<file path="config.mk">
export PLATFORM = sky130hd
export DESIGN_NAME = mux_nw_seq
export DESIGN_NICKNAME = d
export VERILOG_FILES = /design/src/rtl/mux_nw_seq.sv
export SDC_FILE = /design/constraint.sdc
export NUM_CORES = 1
export LEC_CHECK = 0
export CAP_MARGIN = 25
export CORE_UTILIZATION = 45
export DETAILED_ROUTE_END_ITERATION = 16
export PLACE_DENSITY = 0.74
export SETUP_SLACK_MARGIN = 0.3
export SLEW_MARGIN = 10
export SYNTH_ARGS = -nofsm -noshare
export SYNTH_HDL_FRONTEND = slang
export SYNTH_SLANG_ARGS = --single-unit
</file>
<file path="constraint.sdc">
create_clock -name inClk -period 1.45 [get_ports inClk]
set_clock_uncertainty 0.05 [all_clocks]
set_input_delay 0.3625 -clock inClk [delete_from_list [all_inputs] [get_ports inClk]]
set_output_delay 0.3625 -clock inClk [all_outputs]
set_load 0.005 [all_outputs]
</file>
<file path="src/rtl/mux_nw_seq.sv">
// mux_nw_seq: NCH-channel, WIDTH-bit registered multiplexer with valid/ready output.
// Direct mode gives registered random access to one channel. Scan mode snapshots
// every channel and then emits one word per accepted beat, starting at channel 0.
module mux_nw_seq #(
  parameter int WIDTH = 4,
  parameter int NCH   = 4,
  parameter int SELW  = (NCH > 1) ? $clog2(NCH) : 1
) (
  input  logic                   inClk,
  input  logic                   inRst_n,
  input  logic [NCH*WIDTH-1:0]   inData,
  input  logic [SELW-1:0]        inSel,
  input  logic                   inMode,
  input  logic                   inLoad,
  input  logic                   inReady,
  output logic [WIDTH-1:0]       outData,
  output logic                   outValid,
  output logic [SELW-1:0]        outCh,
  output logic                   outLast,
  output logic                   outBusy
);

  typedef enum logic {
    ST_IDLE = 1'b0,
    ST_SCAN = 1'b1
  } state_t;

  // Index of the final channel of a scan.
  localparam logic [SELW-1:0] LAST_CH = SELW'(NCH - 1);
  // With a single channel the capture word is already the last one.
  localparam logic ONE_CH = (NCH == 1);

  // Channel extraction; any index with no matching channel falls back to channel 0.
  function automatic logic [WIDTH-1:0] pick_ch(input logic [NCH*WIDTH-1:0] vec,
                                               input logic [SELW-1:0]      idx);
    logic [WIDTH-1:0] res;
    res = vec[WIDTH-1:0];
    for (int k = 1; k < NCH; k++) begin
      if (idx == SELW'(k)) res = vec[k*WIDTH +: WIDTH];
    end
    return res;
  endfunction

  // True when idx names an existing channel.
  function automatic logic in_range(input logic [SELW-1:0] idx);
    logic ok;
    ok = 1'b0;
    for (int k = 0; k < NCH; k++) begin
      if (idx == SELW'(k)) ok = 1'b1;
    end
    return ok;
  endfunction

  state_t               r_state;
  logic [NCH*WIDTH-1:0] r_shadow;
  logic [WIDTH-1:0]     r_data;
  logic                 r_valid;
  logic [SELW-1:0]      r_ch;
  logic                 r_last;
  logic                 r_busy;

  state_t               w_state_nx;
  logic [NCH*WIDTH-1:0] w_shadow_nx;
  logic [WIDTH-1:0]     w_data_nx;
  logic                 w_valid_nx;
  logic [SELW-1:0]      w_ch_nx;
  logic                 w_last_nx;
  logic                 w_busy_nx;

  logic                 w_accept;
  logic [SELW-1:0]      w_ch_inc;

  assign w_accept = r_valid & inReady;
  // Only consumed while r_ch < LAST_CH, so it never wraps in use.
  assign w_ch_inc = r_ch + SELW'(1);

  // Next-state and next-output decode; every register holds unless a rule below fires.
  always_comb begin
    w_state_nx  = r_state;
    w_shadow_nx = r_shadow;
    w_data_nx   = r_data;
    w_valid_nx  = r_valid;
    w_ch_nx     = r_ch;
    w_last_nx   = r_last;
    w_busy_nx   = r_busy;
    case (r_state)
      ST_IDLE: begin
        if (!inMode) begin
          // Direct select: refresh whenever the current word is gone or being taken.
          if (inReady || !r_valid) begin
            w_data_nx  = pick_ch(inData, inSel);
            w_ch_nx    = in_range(inSel) ? inSel : '0;
            w_valid_nx = 1'b1;
            w_last_nx  = 1'b0;
          end
        end else if (!inLoad) begin
          // Scan mode armed but not started: withdraw any pending direct word.
          w_valid_nx = 1'b0;
          w_last_nx  = 1'b0;
        end else begin
          // Capture edge: snapshot all channels and present channel 0 at once.
          w_shadow_nx = inData;
          w_data_nx   = pick_ch(inData, '0);
          w_ch_nx     = '0;
          w_valid_nx  = 1'b1;
          w_last_nx   = ONE_CH;
          w_busy_nx   = 1'b1;
          w_state_nx  = ST_SCAN;
        end
      end
      ST_SCAN: begin
        if (w_accept) begin
          if (r_last) begin
            w_state_nx = ST_IDLE;
            w_busy_nx  = 1'b0;
            w_last_nx  = 1'b0;
            w_valid_nx = 1'b0;
          end else begin
            w_ch_nx   = w_ch_inc;
            w_data_nx = pick_ch(r_shadow, w_ch_inc);
            w_last_nx = (w_ch_inc == LAST_CH);
          end
        end
      end
      default: begin
        w_state_nx = ST_IDLE;
      end
    endcase
  end

  // State register.
  always_ff @(posedge inClk or negedge inRst_n) begin
    if (!inRst_n) begin
      r_state <= ST_IDLE;
    end else begin
      r_state <= w_state_nx;
    end
  end

  // Output word, handshake flags and scan snapshot; reset clears them immediately.
  always_ff @(posedge inClk or negedge inRst_n) begin
    if (!inRst_n) begin
      r_shadow <= '0;
      r_data   <= '0;
      r_valid  <= 1'b0;
      r_ch     <= '0;
      r_last   <= 1'b0;
      r_busy   <= 1'b0;
    end else begin
      r_shadow <= w_shadow_nx;
      r_data   <= w_data_nx;
      r_valid  <= w_valid_nx;
      r_ch     <= w_ch_nx;
      r_last   <= w_last_nx;
      r_busy   <= w_busy_nx;
    end
  end

  assign outData  = r_data;
  assign outValid = r_valid;
  assign outCh    = r_ch;
  assign outLast  = r_last;
  assign outBusy  = r_busy;

endmodule
</file>
Word-level counts from Yosys, hierarchy flattened
Index checks and enable logic that the tools add are counted.

word-level totals
  register bits after elaboration = 26
  bits in latches = 0
  bits in writable memories = 0
  memory bits (read-only) = 0
  input bits = 23
  output and inout port bits = 9
  word-level logic and storage cells = 75
  memories kept = 0

cells by class
  $add $sub $neg = 1
  multiply operators = 0
  divide/modulo/power cells = 0
  order comparisons = 0
  equality and inequality tests = 13
  shift-type cells = 0
  mux-type cells = 44
  bitwise gates (word level) = 2
  reductions and logical operators = 8

operators by type and width
  cell                                                    count
  two-way mux 4 bit                                       11
  two-way mux 1 bit                                       21
  two-way mux 2 bit                                       6
  == test 2 bit (second input constant)                   4
  case mux 1 bit (2 select lines)                         4
  case mux 4 bit (2 select lines)                         1
  AND reduction 4 bit                                     2
  inequality test 2 bit (second input constant)           3
  inequality test 3 bit (second input constant)           2
  AND reduction 3 bit                                     2
  == test 2 x 1 -> 1 bit (second input constant)          2
  inequality test 2 x 1 -> 1 bit (second input constant)  2
  case mux 2 bit (2 select lines)                         1
  adder 2 x 1 -> 2 bit (second input constant)            1
  logical NOT 2 bit                                       1
  AND reduction 2 bit                                     1
  bitwise AND 1 bit                                       1
  logical NOT 1 bit                                       1
  logical OR 1 bit                                        1
  inverter 1 bit                                          1

Logic depth before layout (Yosys ltp)
Gate-level depths: netlist of run 1.

  depth in word-level cells = 12
  gate-level depth with buffers = 6
  gate-level depth less buffers = 6

Worst setup path before layout of run 1
Ideal clock, no wire load.

  path kind = register to register
  from = register r_ch[0] (netlist: outCh[0])
  to = register r_data[0] (netlist: outData[0])
  setup time = 0.095 ns
  data arrival time = 1.409 ns
  data required time = 1.305 ns
  slack = -0.104 ns
  cell stages (with the launch flop) = 7
  period minus slack after synthesis = 1.554 ns
  cells stage by stage = dfrtp_1 > inv_1 > ha_1 > nor2b_1 > a211oi_1 > o311a_1 > o31ai_1

on the way
  longest elaborated chain between the ends = 8

RTL lines
  item                                 RTL line  source
  start, declared                      58        logic [SELW-1:0] r_ch;
  start signal, assigned               153       r_ch <= w_ch_nx;
  adder 2 x 1 -> 2 bit (*)             75        assign w_ch_inc = r_ch + SELW'(1);
  == test 2 x 1 -> 1 bit               39        if (idx == SELW'(k)) res = vec[k*WIDTH +: WIDTH];
  two-way mux 4 bit (2 in a row)       39
  two-way mux 4 bit (*)                39
  two-way mux 4 bit (*)                113       if (r_last) begin
  two-way mux 4 bit (*)                112       if (w_accept) begin
  case mux 4 bit (2 select lines) (*)  86        case (r_state)
  end signal, assigned                 151       r_data <= w_data_nx;
  end, declared                        56        logic [WIDTH-1:0] r_data;

Every way passes the cells marked *; elsewhere a longest branch is shown, timed or not. The select of a mux whose other input is x is not followed.
A chain may end at the register's enable or synchronous reset.

Worst setup path in the final report of run 1
  from = register r_ch[1] (netlist: outCh[1])
  to = register r_data[2] (netlist: outData[2])

Same word-level chain as after synthesis.

==> results of run 1 <==
## flip-flops by register name, indices dropped and copies added, names as in the netlist
signal    cells
outBusy       1
outCh         2
outData       4
outLast       1
outValid      1
r_shadow     16
r_state       1
## area by class of cell
type                            instances  area (µm²)
Inverter                                5        28.8
Clock buffer                            3        22.5
Multi-Input combinational cell         96         885
Fill cell                             201         768
Timing Repair Buffer                   61         643
Sequential cell                        26         651
Tap cell                               44        55.1
## repair_timing
action,in CTS,in global routing
endpoints found under the hold margin,0,0
resized for setup,65,18
setup endpoints to repair,34,32
setup buffers,11,2
cloned,4,0
hold buffers,0,0
pin swaps,10,8
## cell families after synthesis
logic type / share of synthesized area (%)
and+or+nand+nor: 16.1
AOI/OAI and AO/OA: 15.6
DFF: 45.1
muxes: 16.6
buffers and inverters: 3.98
adders and majority gates: 2.60
## worst max-delay path, delay by kind of cell (launching register included)
kind                       cells  cell delay (ps)
DFF                            1              420
and+or+nand+nor                1               70
AOI/OAI and AO/OA              3              560
buffers and inverters          2              210
adders and majority gates      1              210
## power groups by stage
stage	clock network [mW]	registers, mW	logic, mW
after floorplan	0	0.739	0.0422
after global routing	0.357	0.726	0.171
final	0.322	0.725	0.158
after global placement	0	0.739	0.153
after CTS	0.331	0.725	0.157
after detailed placement	0	0.739	0.156
## through the flow
step                      instance area, µm²  total power [mW]
after floorplan                         1490             0.781
after global placement                  1920             0.892
after detailed placement                1920             0.894
after CTS                               2210              1.21
after global routing                    2280              1.25
final                                   2280              1.20
## worst max path at each step
stage / start / slack [ps] / endpoint / depth (start not counted)
finish: outCh[1] / -180 / outData[2] / 7
global route: outCh[0] / -240 / outData[0] / 7
CTS: outCh[0] / -150 / outData[0] / 7
detailed placement: inMode / -440 / outCh[0] / 5
global placement: inMode / -400 / outCh[0] / 5
floorplan: outCh[0] / 40 / outData[0] / 6
## synth_stat cells
cell | count | area [µm²]
dfrtp_1 | 26 | 651
mux2_2 | 16 | 180
nor2b_1 | 12 | 75.1
nand2_1 | 11 | 41.3
a21oi_1 | 10 | 50.1
mux2i_1 | 6 | 60.1
nor3b_1 | 5 | 37.5
inv_1 | 4 | 15.0
nor2_1 | 4 | 15.0
o21bai_1 | 4 | 30.0
o31ai_1 | 4 | 30.0
a211oi_1 | 3 | 22.5
ha_1 | 3 | 37.5
o21ai_0 | 3 | 15.0
o311a_1 | 3 | 30.0
buf_4 | 2 | 15.0
a211o_1 | 1 | 8.76
a221oi_1 | 1 | 8.76
a22o_1 | 1 | 8.76
a31oi_2 | 1 | 12.5
a32oi_1 | 1 | 8.76
and2_2 | 1 | 7.51
and3_2 | 1 | 7.51
and4b_2 | 1 | 11.3
buf_1 | 1 | 3.75
buf_2 | 1 | 5.00
buf_6 | 1 | 11.3
clkbuf_1 | 1 | 3.75
inv_2 | 1 | 3.75
nand2b_1 | 1 | 6.26
nand3_1 | 1 | 5.00
nand3_4 | 1 | 17.5
or3b_1 | 1 | 8.76
## layer usage
metal / share of wire, % / up-vias
met5: 0 / -
met4: 2.8 / 0
met3: 3.2 / 11
met2: 49 / 40
met1: 45 / 647
li1: - / 600
==> impl_metrics.csv, run 1 <==
group,metric,value,unit
yosys,seq_area_frac_synth,45.1,%
sta,tightestPinTransition,217,ps
critical_path,crit_chain,"buf_4 -> inv_4 -> ha_4 -> nor2b_1 -> a211o_1 -> a221oi_2 -> o31ai_1",
floorplan,die_y,58.6,µm
routing,drtIter0Drc,74,
routing,ant_nets,0,
sta,period_share,112,%
place,pre_cts_ws,-442,ps
routing,vias_per_cell,5.52,
power_and_ir_drop,p_sw,0.291,mW
floorplan,ios,32,
critical_path,required,1630,ps
routing,dr.pass1.iters,4,
place,dp_cells,215,
power_and_ir_drop,power.density,527,nW/µm²
grt,grt_util_met2,41.7,%
finish,fin_util,74.8,%
sta,relSlewSlack,85.5,%
grt,met3_usage,3.08,%
finish,final_cell_mix,"26 x dfrtp_1, 19 x clkdlybuf4s50_1, 15 x mux2_4",
routing,wl_per_cell,18.0,µm
floorplan,start_util,47.3,%
power_and_ir_drop,internal_power,0.914,mW
sta,finalHoldViolCount,0,
yosys,postSynthAreaPerCell,10.9,µm²
clock_tree,h-tree-depth,1,
grt,grt_max_degree,27,
grt,grt_first_pass_wirelength,6.56,mm
power_and_ir_drop,power.share.combinational,13.1,%
grt,grt_util_all_layers,26.3,%
clock_tree,cts_buffers,3,
job,drv_cap,0,
clock_tree,clock-root-buffer,"clkbuf_4",
power_and_ir_drop,seqPwrFrac,60.2,%
critical_path,arrival,1810,ps
sta,setup_viol,7,
sta,final.setup.tns,-861,ps
critical_path,reg2regPathDepth,7,
grt,overflow,0,
yosys,synthCells,133,
outcome,outcome,"finished, violations left",
grt,grt-busiest-layer,"met2",
floorplan,coreArea,3050,µm²
grt,grt_use_met1,35.2,%
sta,slew_viol_final,0,
yosys,yosys_warnings,0,
power_and_ir_drop,power.leakage,1.10,nW
finish,synthToLayoutAreaGrowth,58.2,%
place,io_buffers,31,
floorplan,die_x,58.6,µm
sta,holdWs,310,ps
critical_path,cp_slowest_cell,"dfrtp_1",
floorplan,dieArea,3440,µm²
clock_tree,path_clk_slew,140,ps
sta,fin_ws,-176,ps
critical_path,crit_type,"flop to flop",
finish,final_layout_size_suffix_gt1_share,41.9,%
critical_path,rr_startpoint,"outCh[1]",
clock_tree,clock-sinks,26,
outcome,violations,"negative setup slack",
power_and_ir_drop,p_clk_share,26.7,%
yosys,syn_area,1440,µm²
critical_path,worst_r2r_endpoint,"outData[2]",
finish,layout_commonest_cell,"dfrtp_1",
critical_path,rrSetupSlack,-180,ps
critical_path,max_stage_delay,420,ps
clock_tree,clk-insertion-delay-late,330,ps
place,hpwl,2.36,mm
yosys,synth_nets,159,
clock_tree,tritoncts,"built",
sta,clock.fmax,615,MHz
sta,rsz0062_at_grt,"true",
routing,wl,4.23,mm
place,gp_congestion,0.788,
finish,finalNetCount,219,
hold_path,worst_hold_path_type,"input port to asynchronous set/reset pin",
clock_tree,clock_path_buffers,2,
critical_path,critPathCaptureType,"flop",
routing,num_vias,1298,
yosys,synth_seq_cells,26,
critical_path,path_max_fanout,8,
power_and_ir_drop,p_sw_share,24.2,%
finish,diodes,0,
yosys,yosysUniqueCellTypes,33,
floorplan,fp-row-count,20,
sta,post-route-min-period,1630,ps
critical_path,cp-start-kind,"flop",
power_and_ir_drop,irDropWorstVdd,0.309,mV
grt,antenna_found_initial,0,
grt,grt_pass1_vias,1282,
routing,drc_errors,0,
finish,final_cells,235,
Power figures use the tool's default switching activity.
==> run 2, diff against run 1 <==
Settings changed: SETUP_SLACK_MARGIN 0.3 to 0.15, SLEW_MARGIN 10 to 0.
==> run 2 against run 1 <==
Compared with the run above:
- the flow still finishes with violations (negative setup slack)
- first-iteration DRC count fell by 47%
- global-route usage fell by 3.0 points
- utilization fell by 2.9 points
- combinational power rose by 5%
- clock-buffer cell count rose by 1
- critical path depth did not move
- worst setup slack improved by 2.7 ps
- maximum frequency rose by 0.17%
- total power rose by 5.2%
- via count rose by 0.62%
- critical path type unchanged
- highest routed layer unchanged
==> impl_metrics.csv, run 2 (same netlist as run 1, synthesis figures left out) <==
group,metric,value,unit
routing,wl,3.83,mm
finish,finalNetCount,225,
critical_path,reg2regPathDepth,7,
clock_tree,clock-root-buffer,"clkbuf_4",
routing,drc_errors,0,
routing,num_vias,1306,
place,hpwl,2.49,mm
routing,wl_per_cell,15.8,µm
finish,fillCellCount,244,
grt,overflow,0,
clock_tree,holdBufCountCts,0,
finish,multiInputGateArea,818,µm²
floorplan,fp-row-count,20,
power_and_ir_drop,irDropWorstVdd,0.300,mV
sta,holdWs,324,ps
routing,drtIter0Drc,39,
critical_path,arrival,1790,ps
finish,fin_util,72.0,%
grt,grt_first_pass_wirelength,5.95,mm
floorplan,die_y,58.6,µm
critical_path,rrSetupSlack,-170,ps
sta,tightestPinTransition,206,ps
routing,met3_length,183,µm
clock_tree,clock-sinks,26,
outcome,violations,"negative setup slack",
floorplan,dieArea,3440,µm²
critical_path,crit_chain,"buf_6 -> inv_4 -> ha_4 -> nor2b_1 -> a211o_1 -> a221oi_2 -> o31ai_1",
floorplan,start_util,47.3,%
job,drv_cap,0,
grt,antenna_found_initial,0,
routing,dr.pass1.iters,4,
power_and_ir_drop,power.density,577,nW/µm²
place,io_buffers,31,
sta,finalHoldViolCount,0,
routing,wl_met2,1.86,mm
critical_path,cp_slowest_cell,"dfrtp_1",
clock_tree,h-tree-depth,1,
clock_tree,clk-insertion-delay-late,320,ps
critical_path,worst_r2r_endpoint,"outData[2]",
routing,top_layer_used,"met4",
grt,grt_pass1_vias,1339,
finish,final_cells,242,
floorplan,die_x,58.6,µm
finish,final_layout_size_suffix_gt1_share,41.9,%
place,pre_cts_ws,-448,ps
finish,regArea,651,µm²
critical_path,rr_startpoint,"outCh[1]",
grt,grt_max_degree,27,
finish,synthToLayoutAreaGrowth,52.2,%
floorplan,ios,32,
place,gp_congestion,0.823,
floorplan,coreArea,3050,µm²
critical_path,required,1620,ps
critical_path,cp-start-kind,"flop",
power_and_ir_drop,power.leakage,1.06,nW
place,place_area,1960,µm²
sta,rsz0062_at_grt,"true",
sta,final.setup.tns,-683,ps
sta,period_share,112,%
critical_path,critPathBufInv,2,
critical_path,max_stage_delay,420,ps
sta,relSlewSlack,85.9,%
critical_path,crit_type,"flop to flop",
routing,vias_per_cell,5.40,
hold_path,worst_hold_path_type,"input port to asynchronous set/reset pin",
outcome,outcome,"finished, violations left",
critical_path,cpLargestDelayFamily,"compound AO/OA/AOI/OAI gates",
place,dp_cells,221,
sta,fin_ws,-174,ps
sta,clock.fmax,616,MHz
clock_tree,cts_buffers,3,
routing,ant_nets,0,
finish,diodes,0,
clock_tree,clock_path_buffers,2,
finish,final_cell_mix,"26 x dfrtp_1, 26 x buf_4, 20 x clkdlybuf4s50_1",
clock_tree,path_clk_slew,140,ps
sta,setup_viol,7,
clock_tree,tritoncts,"built",
sta,slew_viol_final,0,
critical_path,path_max_fanout,8,
finish,largest_register_ffs,16,
finish,fin_area,2200,µm²
routing,drt-met1-wl,1.71,mm
power_and_ir_drop,total_power,1.27,mW
grt,grt_util_all_layers,23.3,%
sta,post-route-min-period,1620,ps
finish,top_register,"r_shadow",
critical_path,critPathCaptureType,"flop",
[run 2: changes by cell type in the layout (fill, tap and decap cells not counted), moves of 2 or more]
cell and delta:
buf_4 +12, mux2_2 +12, mux2_4 -12, buf_16 -3, a211oi_1 +2, inv_2 +2, o21ai_0 +2
[run 2: power breakdown]
group	internal (mW)	switching [mW]	total, mW
clock	0.154	0.224	0.377
sequential	0.725	0	0.725
combinational	0.0976	0.0680	0.166
total	0.976	0.292	1.27
[run 2: worst max path at each step]
stage,from,endpoint,slack [ps],cells past startpoint
floorplan,outCh[0],outData[0],40,6
global placement,inMode,outCh[0],-390,5
detailed placement,inMode,outCh[0],-450,5
CTS,outCh[1],outData[2],-180,7
global route,outCh[1],outData[2],-210,7
finish,outCh[1],outData[2],-170,7
[run 2: area by class of cell]
type                       instances  share of cell area, %
multi-input combinational         96                   37.2
inverter                           5                  0.968
tap                               44                   2.51
timing repair buffer              67                   28.0
clock buffer                       4                   1.65
sequential                        26                   29.6
[run 2: per-layer routing]
metal	up-vias	GRT usage, %
li1	606	-
met1	650	28.8
met2	44	42.5
met3	6	2.64
met4	0	7.14
met5	-	0
[run 2: repair_timing]
action	4_1_cts	5_1_grt
pin swaps	6	5
endpoints found under the hold margin	0	0
gates resized for setup	50	12
setup buffers	12	4
endpoints found under the setup margin	33	16
gates cloned	1	0
